<file path="config.mk">
export PLATFORM = sky130hd
export DESIGN_NAME = root8_stream
export DESIGN_NICKNAME = d
export VERILOG_FILES = /design/src/rtl/root8_stream_pkg.sv /design/src/rtl/root8_stream_isqrt_step.sv /design/src/rtl/root8_stream.sv
export SDC_FILE = /design/constraint.sdc
export NUM_CORES = 1
export LEC_CHECK = 0
export ABC_AREA = 1
export ABC_CLOCK_PERIOD_IN_PS = 2500
export BUFFER_PORTS_ARGS = -buffer_cell sky130_fd_sc_hd__buf_2
export CAP_MARGIN = 5
export CORE_ASPECT_RATIO = 0.8
export CORE_MARGIN = 3
export CORE_UTILIZATION = 40
export CTS_CLUSTER_SIZE = 12
export DETAILED_ROUTE_END_ITERATION = 16
export SLEW_MARGIN = 20
export SYNTH_ARGS = -nofsm -noshare
export SYNTH_HDL_FRONTEND = slang
export SYNTH_SLANG_ARGS = --single-unit
</file>
<file path="constraint.sdc">
create_clock -name clk -period 2.5 [get_ports clk]
set_input_delay 0 -clock clk [delete_from_list [all_inputs] [get_ports clk]]
set_output_delay 0 -clock clk [all_outputs]
set_load 0.1 [all_outputs]
</file>
<file path="src/rtl/root8_stream_pkg.sv">
// Shared types and derived constants for the root8_stream eighth-root block.
// Also used by the bench so that latency and widths come from one place.
package root8_stream_pkg;

    typedef enum logic [1:0] {
        StIdle = 2'd0,
        StCalc = 2'd1,
        StDone = 2'd2
    } state_e;

    localparam int unsigned NumPasses = 3;
    localparam int unsigned DefaultDw = 64;

    function automatic int unsigned root_width(input int unsigned dw);
        return dw / 8;
    endfunction

    // Pass p consumes a (dw >> p)-bit operand, one root bit per iteration.
    function automatic int unsigned pass_iters(input int unsigned dw, input int unsigned pass);
        return (dw >> pass) / 2;
    endfunction

    function automatic int unsigned total_latency(input int unsigned dw);
        return 7 * dw / 8;
    endfunction

    localparam int unsigned DefaultRw      = root_width(DefaultDw);
    localparam int unsigned DefaultLatency = total_latency(DefaultDw);

endpackage

</file>
<file path="src/rtl/root8_stream_isqrt_step.sv">
// One restoring digit-by-digit square-root iteration: brings in two operand bits,
// produces one root bit. Purely combinational.
module isqrt_step #(
    parameter int unsigned RemW  = 34,
    parameter int unsigned RootW = RemW - 2
) (
    input  logic [RemW-1:0]  rem,
    input  logic [RootW-1:0] root,
    input  logic [1:0]       bits,
    output logic [RemW-1:0]  rem_next,
    output logic [RootW-1:0] root_next
);

    logic [RemW+1:0] shifted;
    logic [RemW+1:0] trial;
    logic            fits;

    // Evaluated two bits wider than the register; the remainder bound keeps the top bits zero.
    always_comb begin
        shifted   = {rem, bits};
        trial     = {2'b00, root, 2'b01};
        fits      = (shifted >= trial);
        rem_next  = fits ? RemW'(shifted - trial) : RemW'(shifted);
        root_next = RootW'({root, fits});
    end

endmodule

</file>
<file path="src/rtl/root8_stream.sv">
// floor(x^(1/8)) over valid/ready streams via three chained iterative square roots
// (DW -> DW/2 -> DW/4 -> DW/8 bits); one operation in flight.
module root8_stream
    import root8_stream_pkg::*;
#(
    parameter int unsigned DW = 64,
    parameter int unsigned RW = root_width(DW)
) (
    input  logic          clk,
    input  logic          rstn,
    input  logic          s_valid,
    output logic          s_ready,
    input  logic [DW-1:0] s_data,
    output logic          m_valid,
    input  logic          m_ready,
    output logic [RW-1:0] m_data
);

    localparam int unsigned RemW  = DW / 2 + 2;
    localparam int unsigned RootW = DW / 2;
    localparam int unsigned IterW = $clog2(DW / 2);

    localparam logic [IterW-1:0] LastIter0 = IterW'(pass_iters(DW, 0) - 1);
    localparam logic [IterW-1:0] LastIter1 = IterW'(pass_iters(DW, 1) - 1);
    localparam logic [IterW-1:0] LastIter2 = IterW'(pass_iters(DW, 2) - 1);

    state_e           state_q, state_d;
    logic [1:0]       pass_q, pass_d;
    logic [IterW-1:0] iter_q, iter_d;
    logic [DW-1:0]    op_q, op_d;
    logic [RemW-1:0]  rem_q, rem_d, rem_step;
    logic [RootW-1:0] root_q, root_d, root_step;
    logic [RW-1:0]    m_data_q, m_data_d;
    logic             iter_last;

    isqrt_step #(
        .RemW  (RemW),
        .RootW (RootW)
    ) u_step (
        .rem       (rem_q),
        .root      (root_q),
        .bits      (op_q[DW-1 -: 2]),
        .rem_next  (rem_step),
        .root_next (root_step)
    );

    always_comb begin
        unique case (pass_q)
            2'd0:    iter_last = (iter_q == LastIter0);
            2'd1:    iter_last = (iter_q == LastIter1);
            default: iter_last = (iter_q == LastIter2);
        endcase
    end

    always_comb begin
        state_d  = state_q;
        pass_d   = pass_q;
        iter_d   = iter_q;
        op_d     = op_q;
        rem_d    = rem_q;
        root_d   = root_q;
        m_data_d = m_data_q;

        unique case (state_q)
            StIdle: begin
                if (s_valid) begin
                    op_d    = s_data;
                    rem_d   = '0;
                    root_d  = '0;
                    pass_d  = 2'd0;
                    iter_d  = '0;
                    state_d = StCalc;
                end
            end
            StCalc: begin
                op_d   = op_q << 2;
                rem_d  = rem_step;
                root_d = root_step;
                iter_d = iter_q + IterW'(1);
                if (iter_last) begin
                    rem_d  = '0;
                    root_d = '0;
                    iter_d = '0;
                    if (pass_q == 2'd2) begin
                        pass_d   = 2'd0;
                        m_data_d = root_step[RW-1:0];
                        state_d  = StDone;
                    end else begin
                        pass_d = pass_q + 2'd1;
                        // Next operand is this pass's root, MSB-aligned in the shift register.
                        if (pass_q == 2'd0) begin
                            op_d = {root_step, {(DW - RootW){1'b0}}};
                        end else begin
                            op_d = {root_step[DW/4-1:0], {(DW - DW/4){1'b0}}};
                        end
                    end
                end
            end
            StDone: begin
                if (m_ready) begin
                    state_d = StIdle;
                end
            end
            default: state_d = StIdle;
        endcase
    end

    always_ff @(posedge clk or negedge rstn) begin
        if (!rstn) begin
            state_q  <= StIdle;
            pass_q   <= 2'd0;
            iter_q   <= '0;
            op_q     <= '0;
            rem_q    <= '0;
            root_q   <= '0;
            m_data_q <= '0;
        end else begin
            state_q  <= state_d;
            pass_q   <= pass_d;
            iter_q   <= iter_d;
            op_q     <= op_d;
            rem_q    <= rem_d;
            root_q   <= root_d;
            m_data_q <= m_data_d;
        end
    end

    assign s_ready = (state_q == StIdle);
    assign m_valid = (state_q == StDone);
    assign m_data  = m_data_q;

endmodule

</file>
# After elaboration in Yosys (flattened, before gate mapping)
# Index checks and enable logic that the tools add are counted.
# totals
ff_bits	147
input_bits	68
out_inout_bits	10
wordCells	54
# classes
add_sub_neg	3
order_cmp	1
n_eq_ne	11
muxes	25
n_reduce_logical	7
# op_table
cell	n
$mux W64	4
$pmux W64 S2	1
$mux W34	3
$pmux W34 S2	1
$mux W32	2
$pmux W32 S2	1
$ge A36 B34 Y1	1
$sub A34 B34 Y34	1
$mux W2	7
$mux W5	2
$pmux W5 S2	1
$ne A2 B2 Y1 const B	3
$pmux W2 S3	1
$reduce_and A3 Y1	2
$add A5 B1 Y5 const B	1
$eq A5 B3 Y1 const B	1
$eq A5 B4 Y1 const B	1
$eq A5 B5 Y1 const B	1
$eq A2 B1 Y1 const B	2
$eq A2 B2 Y1 const B	2
$logic_not A2 Y1	2
$pmux W2 S2	1
$reduce_and A4 Y1	1
$add A2 B1 Y2 const B	1
other kinds (4)	4

# Depth between registers and ports, before layout
# Gate-level depths: netlist of the first run.
# depth
depth_word	5
ltp_mapped	16
depth_no_buf	16

# By module
# From an unflattened synthesis of the first run, not the netlist that was laid out.
# hier_totals
hier_cells	1602
area_unflattened_um2	10506.3
# modules_own_cells
mod	instances	cells_per_inst	area_per_inst_um2	seq_area_each_um2
root8_stream	1	926	7230.7	3678.5
isqrt_step	1	676	3275.6	0.0

# Least setup slack after synthesis of the first run
# OpenSTA, ideal clock, no wires.
# synth_path
path_kind	register -> register
startpoint	reg state_q[1]
endpoint	reg root_q[1]
setup_time_ns	0.133
arrival_time_ns	2.939
required_time_ns	2.367
setup_slack_ns	-0.572
stages_incl_launch_ff	9
n_path_buf	2
synth_period_minus_slack_ns	3.072
path_cell_list	dfrtp_1 > nor2_1 > nand2_1 > inv_2 > nor2_2 > inv_2 > buf_2 > buf_1 > o22ai_1
# synth_between
elab_chain_cells	3
word_cells_on_any_way	6
classes_between	eq/ne (2); mux (1); reduce/logical (3)
# synth_lines
item	line	source
from (decl)	root8_stream.sv:27	state_e state_q, state_d;
from (signal assigned)	root8_stream.sv:110	state_q <= StIdle;
from (signal assigned)	root8_stream.sv:118	state_q <= state_d;
$logic_not A2 Y1 (*)	-	
via s_ready	root8_stream.sv:12	output logic s_ready,
$ne A2 B2 Y1 (no source line) / $reduce_bool A2 Y1 (equally long branches)	-	
$reduce_and A2 Y1 (no source line)	-	
to (signal assigned)	root8_stream.sv:123	root_q <= root_d;
to (decl)	root8_stream.sv:32	logic [RootW-1:0] root_q, root_d, root_step;
# Mark *: on every way through the listed nets, which the timed path passes. The rest lies on a longest branch.
# A chain may end at the register's enable or synchronous reset.

# Worst setup path after layout of the first run
# layout_path
startpoint	reg rem_q[25]
endpoint	reg rem_q[2]
# layout_between
elab_chain_cells	4
# layout_lines
item	line	source
from (decl)	root8_stream.sv:31	logic [RemW-1:0] rem_q, rem_d, rem_step;
from (signal assigned)	root8_stream.sv:122	rem_q <= rem_d;
$ge A36 B34 Y1	root8_stream_isqrt_step.sv:22	fits = (shifted >= trial);
$mux W34	root8_stream_isqrt_step.sv:23	rem_next = fits ? RemW'(shifted - trial) : RemW'(shifted);
$mux W34	root8_stream.sv:80	if (iter_last) begin
$pmux W34 S2	root8_stream.sv:64	unique case (state_q)
# No other way between the ends.

==> results.sh, run 1 <==
export IMPL_antenna_cells=0
export IMPL_period_share=0.959
export IMPL_relSlewSlack=0.512
export IMPL_r2r_end="rem_q[2]"
export IMPL_top_layer="met5"
export IMPL_worstSetupStartpointType="flop"
export IMPL_grt_pass1_wl_um=48900
export IMPL_met3_length_um=2190
export IMPL_drtPass1Iterations=6
export IMPL_p_total_mw=17.9
export IMPL_worstMarginPinSlew_ns=0.732
export IMPL_worstPathRequired_ns=2.79
export IMPL_critPathMaxFanout=16
export IMPL_fmax_mhz=417
export IMPL_cts_buffers=17
export IMPL_p_sw_mw=8.86
export IMPL_nets=1595
export IMPL_whs_path_depth=5
export IMPL_drive_above_1_share=0.133
export IMPL_cp_end_kind="flop"
export IMPL_slowest_delay_ns=0.39
export IMPL_wl_met2_um=12900
export IMPL_syn2layout_area_growth_pct=24.5
export IMPL_drt_iter0_drc=968
export IMPL_yosys_cell_count_top_type="nand2_1"
export IMPL_syn_area_mm2=0.00933
export IMPL_gp_congestion=0.961
export IMPL_dp_slack_ns=0.0450
export IMPL_swShare=0.495
export IMPL_clock_sinks=147
export IMPL_seq_area_frac_synth=0.394
export IMPL_clock_latency_ns=0.43
export IMPL_postRouteAntennaNets=0
export IMPL_worstReg2RegStart="rem_q[25]"
export IMPL_start_util=0.411
export IMPL_dieArea_mm2=0.0252
export IMPL_num_rows=49
export IMPL_dpl_cell_count=1713
export IMPL_num_vias=9416
export IMPL_synth_edf_count=0
export IMPL_p_int_mw=9.05
export IMPL_yosysTopAreaCell="dfrtp_1"
export IMPL_grt_pass1_vias=8775
export IMPL_die_h_um=143
export IMPL_ys_top_cells_by_area="dfrtp_1 (39%), nand2_1 (17%), inv_1 (7.2%)"
export IMPL_pwr_share_comb=0.631
export IMPL_htreeDepth=4
export IMPL_synth_cells=1327
export IMPL_fin_tns_setup_ns=0
export IMPL_dp_hpwl_um=23000
export IMPL_hp_start="s_data[62]"
export IMPL_clockPowerShare=0.142
export IMPL_whs_endpoint="op_q[62]"
export IMPL_maxCapViolCount=0
export IMPL_power_frac_seq=0.226
export IMPL_grt_antenna_before_repair=1
export IMPL_io_pins=78
export IMPL_grt_max_degree=69
export IMPL_finalSetupViolations=0
export IMPL_drv_slew=0
export IMPL_finalCriticalPeriod_ns=2.40
export IMPL_hold_slack_ns=0.00919
export IMPL_status="finished, final reports clean"
export IMPL_netlist_top_cells_count="nand2_1 (417), inv_1 (179), dfrtp_1 (147)"
export IMPL_cts_tree="done"
export IMPL_finalHoldViolations=0
export IMPL_hp_class="input pin to flop"
export IMPL_path_cells="ha_1 -> nand2_1 -> inv_1 -> a21oi_1 -> nand2_1 -> nand2_1 -> nand3_2 -> nor2_4 -> buf_6 -> nand3_1 -> nand3_1 -> o21ai_0"
export IMPL_path_buf_inv=2
export IMPL_wl_per_cell_um=17.3
export IMPL_power_density_mw_per_mm2=1540
export IMPL_critical_path_most_common_cell="nand2_1"
export IMPL_cp_slowest_cell="dfrtp_1"
export IMPL_grt_use_total=0.247
export IMPL_worst_slack_ns=0.102
export IMPL_ys_types=37
export IMPL_peakVddDrop_mv=0.778
export IMPL_port_buffers=77
export IMPL_avgSynthCellArea_um2=7.03
export IMPL_arrival_ns=2.69
export IMPL_path_clk_slew_ns=0.07
export IMPL_syn_num_nets=1430
export IMPL_grt_ovfl_total=0
export IMPL_die_x_um=177
export IMPL_fp_coreArea_mm2=0.0227
export IMPL_ys_async_sr_fraction=1.00
export IMPL_ys_seq_elements=147
export IMPL_post_layout_nonfiller_instances=1807
export IMPL_routed_wl_um=31300
export IMPL_critical_path_class="flop to flop"
export IMPL_wl_met1_um=15600
export IMPL_finClkSkew_ns=0.0132
export IMPL_reg2reg_slack_ns=0.10
export IMPL_p_leak_nw=6.02
export IMPL_ys_flop_type="dfrtp_1"
export IMPL_drcViolationCount=0
export IMPL_grt_setup_unrepaired="no"
export IMPL_rr_worst_depth=12
export IMPL_vias_per_cell=5.21
export IMPL_clk_path_buf_depth=2
export IMPL_path_delay_family="simple AND/OR/NAND/NOR gates"
export IMPL_synth_top_area_share=0.394
export IMPL_yosys_warnings=0
export IMPL_cts_root_buf="clkbuf_16"
-- flip-flops by register name, indices dropped and copies added, names as in the netlist --
name,count
op_q,64
rem_q,34
root_q,32
m_data,8
iter_q,5
pass_q,2
state_q,2
-- area by class of cell --
| type | instances | area (um2) |
|---|---|---|
| Fill cell | 2263 | 11100 |
| Multi-Input combinational cell | 945 | 4810 |
| Sequential cell | 147 | 3680 |
| Timing Repair Buffer | 197 | 1500 |
| Inverter | 184 | 691 |
| Clock buffer | 21 | 450 |
| Tap cell | 306 | 383 |
| Clock inverter | 7 | 110 |
-- power groups by stage --
stage | logic (mW) | registers (mW) | clock network, mW
2_1_floorplan | 7.34 | 4.26 | 0
3_3_place_gp | 10.7 | 4.04 | 0
3_5_place_dp | 10.8 | 4.05 | 0
4_1_cts | 10.9 | 4.03 | 2.58
5_1_grt | 12.7 | 4.16 | 2.67
6_report | 11.3 | 4.05 | 2.55
-- cell usage in the layout, fill, tap and decap left out, types with 3 or more instances in the layout --
cell type / Yosys / layout
a21oi_1: 60 / 60
a22o_1: 3 / 3
buf_12: 0 / 4
buf_2: 20 / 76
buf_4: 0 / 53
buf_6: 3 / 4
bufinv_16: 0 / 3
clkbuf_1: 25 / 3
clkbuf_16: 0 / 17
clkinv_2: 0 / 4
dfrtp_1: 147 / 147
dlygate4sd3_1: 0 / 60
ha_1: 35 / 33
inv_1: 179 / 175
inv_2: 5 / 9
nand2_1: 417 / 414
nand2_2: 1 / 3
nand3_1: 96 / 96
nand3b_1: 10 / 10
nand4_1: 11 / 11
nor2_1: 94 / 89
nor2_2: 6 / 6
nor2_4: 2 / 7
nor3_1: 8 / 8
o2111ai_1: 15 / 15
o21ai_0: 65 / 65
o21ai_1: 4 / 4
o21bai_1: 6 / 6
o22ai_1: 74 / 74
xnor2_1: 15 / 15
xor2_1: 3 / 3
-- layer usage --
layer | track usage | vias up
li1 | - | 4661
met1 | 0.380 | 4425
met2 | 0.346 | 285
met3 | 0.0601 | 43
met4 | 0.0636 | 2
met5 | 0 | -
-- what timing repair did --
item | CTS | global route
hold buffers | 60 | 0
setup buffers | 0 | 5
hold endpoints to repair | 124 | 0
resized for setup | 0 | 20
setup endpoints to repair | 0 | 37
-- per-stage QoR --
stage                     area (um2)  utilization
after floorplan                 9340            -
after global placement         10300        0.456
after detailed placement       10300        0.456
final                          11600        0.512
after global routing           11600        0.512
after CTS                      11500        0.507
-- logic make-up (layout without fill, tap and decap cells) --
kind of cell | count (synthesis) | in the layout | share of synthesized area
buf+inv | 236 | 409 | 0.100
xor+xnor | 18 | 18 | 0.0169
flops | 147 | 147 | 0.394
fa+ha+maj | 35 | 35 | 0.0469
compound gates | 237 | 237 | 0.149
simple gates | 654 | 655 | 0.293
-- worst register-to-register path, cell delays in order (launching register included) --
cell and delay [ns]:
dfrtp_1 0.39, ha_1 0.37, nand2_1 0.15, inv_1 0.05, a21oi_1 0.24, nand2_1 0.12, nand2_1 0.08, nand3_2 0.08
nor2_4 0.26, buf_6 0.23, nand3_1 0.10, nand3_1 0.10, o21ai_0 0.08
-- how the worst max path moves through the flow --
| stage | startpoint | to | slack (ns) | cells past startpoint |
|---|---|---|---|---|
| after global placement | root_q[5] | rem_q[32] | 0.08 | 13 |
| after CTS | root_q[12] | rem_q[31] | 0.04 | 14 |
| after global routing | root_q[22] | rem_q[9] | 0.00008 | 15 |
| after detailed placement | root_q[12] | rem_q[33] | 0.04 | 14 |
| final | rem_q[25] | rem_q[2] | 0.10 | 12 |
| after floorplan | state_q[0] | root_q[1] | 0.35 | 8 |
Power figures use the tool's default switching activity.
==> run 2: changes to the inputs <==
Settings changed: ABC_AREA 1 to not set.
==> results.sh, run 2 <==
export IMPL_status="finished with violations"
export IMPL_violations="negative setup slack"
export IMPL_maxCapViolCount=0
export IMPL_io_pins=78
export IMPL_port_buffers=77
export IMPL_worstMarginPinSlew_ns=0.824
export IMPL_power_density_mw_per_mm2=1690
export IMPL_synth_edf_count=0
export IMPL_path_clk_slew_ns=0.06
export IMPL_layout_commonest_cell="buf_4"
export IMPL_critPathMaxFanout=2
export IMPL_yosys_cell_count_top_type="dfrtp_1"
export IMPL_arrival_ns=3.04
export IMPL_reg2reg_slack_ns=-0.23
export IMPL_largest_reg_flops=64
export IMPL_postPlaceCellArea_mm2=0.0103
export IMPL_antenna_cells=0
export IMPL_grt_pass1_wl_um=43800
export IMPL_grt_ovfl_total=0
export IMPL_dieArea_mm2=0.0233
export IMPL_yosys_warnings=0
export IMPL_slowest_delay_ns=0.42
export IMPL_seq_area_frac_synth=0.427
export IMPL_peakVddDrop_mv=0.911
export IMPL_clock_sinks=147
export IMPL_final_area_mm2=0.0123
export IMPL_relSlewSlack=0.450
export IMPL_fp_coreArea_mm2=0.0209
export IMPL_finalCriticalPeriod_ns=2.73
export IMPL_worst_slack_ns=-0.228
export IMPL_path_cells="inv_2 -> ha_4 -> a2111o_1 -> buf_6 -> o21ai_4 -> nand4_1 -> a2111oi_4 -> buf_4 -> nor2_2 -> xnor2_1 -> o221ai_2"
export IMPL_syn2layout_area_growth_pct=43.4
export IMPL_cts_tree="done"
export IMPL_clk_path_buf_depth=2
export IMPL_postRouteAntennaNets=0
export IMPL_ys_async_sr_fraction=1.00
export IMPL_die_x_um=170
export IMPL_finClkSkew_ns=0.0113
export IMPL_netlist_top_cells_count="dfrtp_1 (147), nor2_1 (111), nand2_1 (93)"
export IMPL_cts_root_buf="clkbuf_16"
export IMPL_fmax_mhz=367
export IMPL_hold_slack_ns=0.0477
export IMPL_path_delay_family="compound AO/OA/AOI/OAI gates"
export IMPL_start_util=0.411
export IMPL_gp_congestion=0.914
export IMPL_drcViolationCount=0
export IMPL_setup_worst_path_start="root_q[5]"
export IMPL_drive_above_1_share=0.312
export IMPL_dp_slack_ns=-0.157
export IMPL_cp_depth=11
export IMPL_drv_slew=0
export IMPL_wl_per_cell_um=18.9
export IMPL_avgSynthCellArea_um2=9.08
export IMPL_seqCellArea_mm2=0.00368
export IMPL_synth_cells=948
export IMPL_ys_flop_type="dfrtp_1"
export IMPL_drt_iter0_drc=732
export IMPL_num_rows=47
export IMPL_routed_wl_um=28700
export IMPL_ys_types=65
export IMPL_largest_register="op_q"
export IMPL_finalHoldViolations=0
export IMPL_num_vias=8540
export IMPL_fillers=1723
export IMPL_cts_buffers=17
export IMPL_hp_class="input pin to flop"
export IMPL_nets=1339
export IMPL_syn_area_mm2=0.00861
export IMPL_grt_max_degree=86
export IMPL_yosysTopAreaCell="dfrtp_1"
export IMPL_grt_antenna_before_repair=0
export IMPL_ys_top_cells_by_area="dfrtp_1 (43%), ha_1 (5.1%), nor2_1 (4.8%)"
export IMPL_worstPathRequired_ns=2.81
export IMPL_ys_seq_elements=147
export IMPL_die_h_um=137
export IMPL_cp_end_kind="flop"
export IMPL_largestRegisters="op_q: 64 flops, rem_q: 34 flops, root_q: 32 flops"
export IMPL_worstReg2RegStart="root_q[5]"
export IMPL_synth_top_area_share=0.427
export IMPL_r2r_end="rem_q[28]"
export IMPL_vias_per_cell=5.63
export IMPL_path_buf_inv=3
export IMPL_critical_path_class="flop to flop"
export IMPL_final_cell_mix="buf_4 (177), dfrtp_1 (147), nor2_1 (109), nand2_1 (92), buf_2 (76)"
export IMPL_htreeDepth=4
export IMPL_drtPass1Iterations=5
export IMPL_cp_slowest_cell="a2111o_1"
export IMPL_grt_setup_unrepaired="yes"
export IMPL_p_leak_nw=5.77
export IMPL_grt_use_total=0.240
export IMPL_worstSetupStartpointType="flop"
export IMPL_finalSetupViolations=37
export IMPL_clock_latency_ns=0.44
export IMPL_critPathCapture="rem_q[28]"
export IMPL_rr_worst_depth=11
export IMPL_grt_pass1_vias=8200
export IMPL_period_share=1.09
export IMPL_multi_input_area_mm2=0.00493
export IMPL_dp_hpwl_um=19200
export IMPL_syn_num_nets=1051
==> run 2: what timing repair did <==
action | CTS | global route
setup buffers | 6 | 16
pin swaps | 11 | 31
hold buffers | 67 | 0
setup endpoints to repair | 34 | 38
hold endpoints to repair | 144 | 0
gates resized for setup | 42 | 58
gates cloned | 2 | 2
==> run 2: layer usage <==
layer	GRT usage	up-vias	part of all wire
li1	-	4055	-
met2	0.362	268	0.45
met4	0.0644	0	0.015
met3	0.0531	31	0.059
met1	0.349	4186	0.47
met5	0	-	0
==> run 2: metrics by stage <==
step / TNS [ns] / util / total power, mW / cells
after floorplan: 0 / - / 11.6 / 948
after global placement: -1.13 / 0.494 / 15.7 / 1394
after detailed placement: -1.27 / 0.494 / 15.8 / 1394
after CTS: -1.52 / 0.569 / 19.4 / 1500
after global routing: -6.22 / 0.590 / 22.3 / 1517
final: -3.01 / 0.590 / 20.9 / 1517
==> run 2: logic make-up (layout without fill, tap and decap cells) <==
kind of cell	count (synthesis)	count (layout)	synth area share
xor gates and xnor gates	33	33	0.0336
muxes	29	29	0.0349
buffers and inverters	115	415	0.0557
and+or+nand+nor	262	262	0.133
adders and majority gates	35	35	0.0509
DFF	147	147	0.427
AOI/OAI and AO/OA	327	327	0.265
==> run 2: power breakdown <==
group | switching [mW] | total, mW | internal (mW)
Combinational | 7.17 | 14.1 | 6.97
Sequential | 0.703 | 4.21 | 3.51
Clock | 1.04 | 2.58 | 1.54
Total | 8.91 | 20.9 | 12.0
==> run 2: worst min-delay path by stage <==
stage                     slack [ns]   endpoint  depth (start not counted)       start
after global placement          0.12   op_q[53]                          1        rstn
after global routing            0.06   op_q[63]                          4  s_data[63]
after detailed placement        0.12   op_q[53]                          1        rstn
after floorplan                -0.30  iter_q[0]                          0        rstn
after CTS                       0.03   op_q[63]                          4  s_data[63]
final                           0.05   op_q[63]                          4  s_data[63]
==> run 2: area by class of cell <==
type / instances / area share
repair buffers: 334 / 0.213
multi-input cells: 686 / 0.399
clock inverters: 9 / 0.00851
clock buffers: 22 / 0.0384
inverters: 50 / 0.0152
flip-flops and latches: 147 / 0.298
well taps: 269 / 0.0273
==> run 2: tightest hold or removal path, stage by stage <==
cell and delay (ns):
buf_2 0.10, nor2_1 0.08, a211o_1 0.18, o21ai_1 0.08
==> run 3: changes to the inputs <==
Settings changed: ABC_AREA set to 1, PLACE_DENSITY set to 0.69, SETUP_SLACK_MARGIN set to 0.05.
==> results.sh, run 3 (synthesized netlist as in run 1, its figures left out) <==
export IMPL_grt_use_total=0.241
export IMPL_hold_slack_ns=0.00990
export IMPL_seqCellArea_mm2=0.00368
export IMPL_final_area_mm2=0.0115
export IMPL_grt_pass1_vias=8790
export IMPL_path_cells="ha_1 -> nand2_1 -> inv_2 -> o21ai_1 -> a21oi_2 -> nand2_1 -> nor2_2 -> buf_4 -> o22ai_1 -> o21ai_0 -> o21ai_0"
export IMPL_postRouteAntennaNets=0
export IMPL_worst_slack_ns=0.178
export IMPL_period_share=0.929
export IMPL_die_x_um=177
export IMPL_drtPass1Iterations=5
export IMPL_port_buffers=77
export IMPL_fin_tns_setup_ns=0
export IMPL_finClkSkew_ns=0.0122
export IMPL_p_leak_nw=5.91
export IMPL_drive_above_1_share=0.127
export IMPL_nets=1569
export IMPL_cts_buffers=17
export IMPL_relSlewSlack=0.516
export IMPL_p_total_mw=17.6
export IMPL_grt_ovfl_total=0
export IMPL_fillers=2263
export IMPL_path_delay_family="compound AO/OA/AOI/OAI gates"
export IMPL_finalHoldViolations=0
export IMPL_routed_wl_um=30500
export IMPL_dpl_cell_count=1691
export IMPL_largest_register="op_q"
export IMPL_largest_reg_flops=64
export IMPL_status="finished, final reports clean"
export IMPL_syn2layout_area_growth_pct=23.5
export IMPL_dp_slack_ns=0.166
export IMPL_grt_setup_unrepaired="yes"
export IMPL_worstMarginPinSlew_ns=0.725
export IMPL_vias_per_cell=5.38
export IMPL_cp_end_kind="flop"
export IMPL_drv_slew=0
export IMPL_slowest_delay_ns=0.40
export IMPL_gp_congestion=0.940
export IMPL_peakVddDrop_mv=0.672
export IMPL_worstPathRequired_ns=2.79
export IMPL_worstSetupStartpointType="flop"
export IMPL_largestRegisters="op_q: 64 flops, rem_q: 34 flops, root_q: 32 flops"
export IMPL_clock_latency_ns=0.44
export IMPL_grt_pass1_wl_um=48100
export IMPL_final_cell_mix="nand2_1 (412), inv_1 (178), dfrtp_1 (147), nand3_1 (96), nor2_1 (87)"
export IMPL_postPlaceCellArea_mm2=0.0102
export IMPL_dp_hpwl_um=21700
export IMPL_fmax_mhz=431
export IMPL_critPathMaxFanout=14
export IMPL_finalSetupViolations=0
export IMPL_htreeDepth=4
export IMPL_start_util=0.411
export IMPL_critical_path_class="flop to flop"
export IMPL_hp_class="input pin to flop"
export IMPL_cts_tree="done"
export IMPL_path_clk_slew_ns=0.07
export IMPL_wl_per_cell_um=17.1
export IMPL_cp_slowest_cell="dfrtp_1"
export IMPL_grt_max_degree=54
export IMPL_grt_antenna_before_repair=0
export IMPL_multi_input_area_mm2=0.00488
export IMPL_drcViolationCount=0
export IMPL_num_rows=49
export IMPL_maxCapViolCount=0
export IMPL_dieArea_mm2=0.0252
export IMPL_path_buf_inv=2
export IMPL_finalCriticalPeriod_ns=2.32
export IMPL_io_pins=78
export IMPL_die_h_um=143
export IMPL_clk_path_buf_depth=2
export IMPL_arrival_ns=2.62
export IMPL_fin_util=0.508
export IMPL_layout_commonest_cell="nand2_1"
export IMPL_cts_root_buf="clkbuf_16"
export IMPL_power_density_mw_per_mm2=1520
export IMPL_post_layout_nonfiller_instances=1786
export IMPL_fp_coreArea_mm2=0.0227
export IMPL_drt_iter0_drc=968
export IMPL_clock_sinks=147
export IMPL_num_vias=9613
export IMPL_reg2reg_slack_ns=0.18
## run 3: cell count changes in the layout (fill, tap and decap cells not counted), moves of 17 or more
| cell | before | now |
|---|---|---|
| o22ai_1 | 32 | 74 |
| buf_4 | 177 | 29 |
| o21ai_0 | 45 | 65 |
| nand2_1 | 92 | 412 |
| a21oi_1 | 41 | 58 |
| a221oi_1 | 31 | 0 |
| a221o_1 | 30 | 0 |
| nand3_1 | 8 | 96 |
| inv_1 | 42 | 178 |
| nor2_1 | 109 | 87 |
| o21ai_1 | 35 | 4 |
## run 3: path summary, 6_finish.rpt
kind | startpoint | endpoint | cells after the start
max | iter_q[0] | op_q[62] | 11
min | s_data[59] | op_q[59] | 5
max reg2reg | iter_q[0] | op_q[62] | 11
min reg2reg | rem_q[32] | rem_q[32] | 2
max in group asynchronous | rstn | op_q[13] | 3
min in group asynchronous | rstn | rem_q[9] | 2
## run 3: worst reg2reg max path, delay by kind of cell (launching register included)
family / cells / cell delay, ns
AO/OA/AOI/OAI: 5 / 0.86
adder cells (fa/ha/maj): 1 / 0.19
buffers and inverters: 2 / 0.32
flip-flops: 1 / 0.40
AND/OR/NAND/NOR: 3 / 0.41
## run 3: final cells by class
class | count | area share
well taps | 306 | 0.0332
inverters | 184 | 0.0603
diodes | 1 | 0.000217
repair buffers | 172 | 0.115
clock buffers | 17 | 0.0369
multi-input cells | 944 | 0.423
flip-flops and latches | 147 | 0.319
clock inverters | 15 | 0.0127
## run 3: metal layers
layer  vias up  GRT usage  wire, um
li1       4601          -         -
met1      4565      0.381     14600
met2       422      0.340     12900
met3        25     0.0564      2650
met4         0     0.0347       282
met5         -          0         0
## run 3: report_power, final
| part | internal, mW | total [mW] | switching, mW |
|---|---|---|---|
| Combinational | 3.88 | 11.0 | 7.10 |
| Sequential | 3.45 | 4.06 | 0.612 |
| Clock | 1.39 | 2.53 | 1.13 |
## run 3: what timing repair did
item                                    in CTS  in global routing
endpoints found under the setup margin       0                 39
gates resized for setup                      0                 35
buffers inserted                             0                  2
endpoints found under the hold margin      160                  0
hold buffers                                60                  0
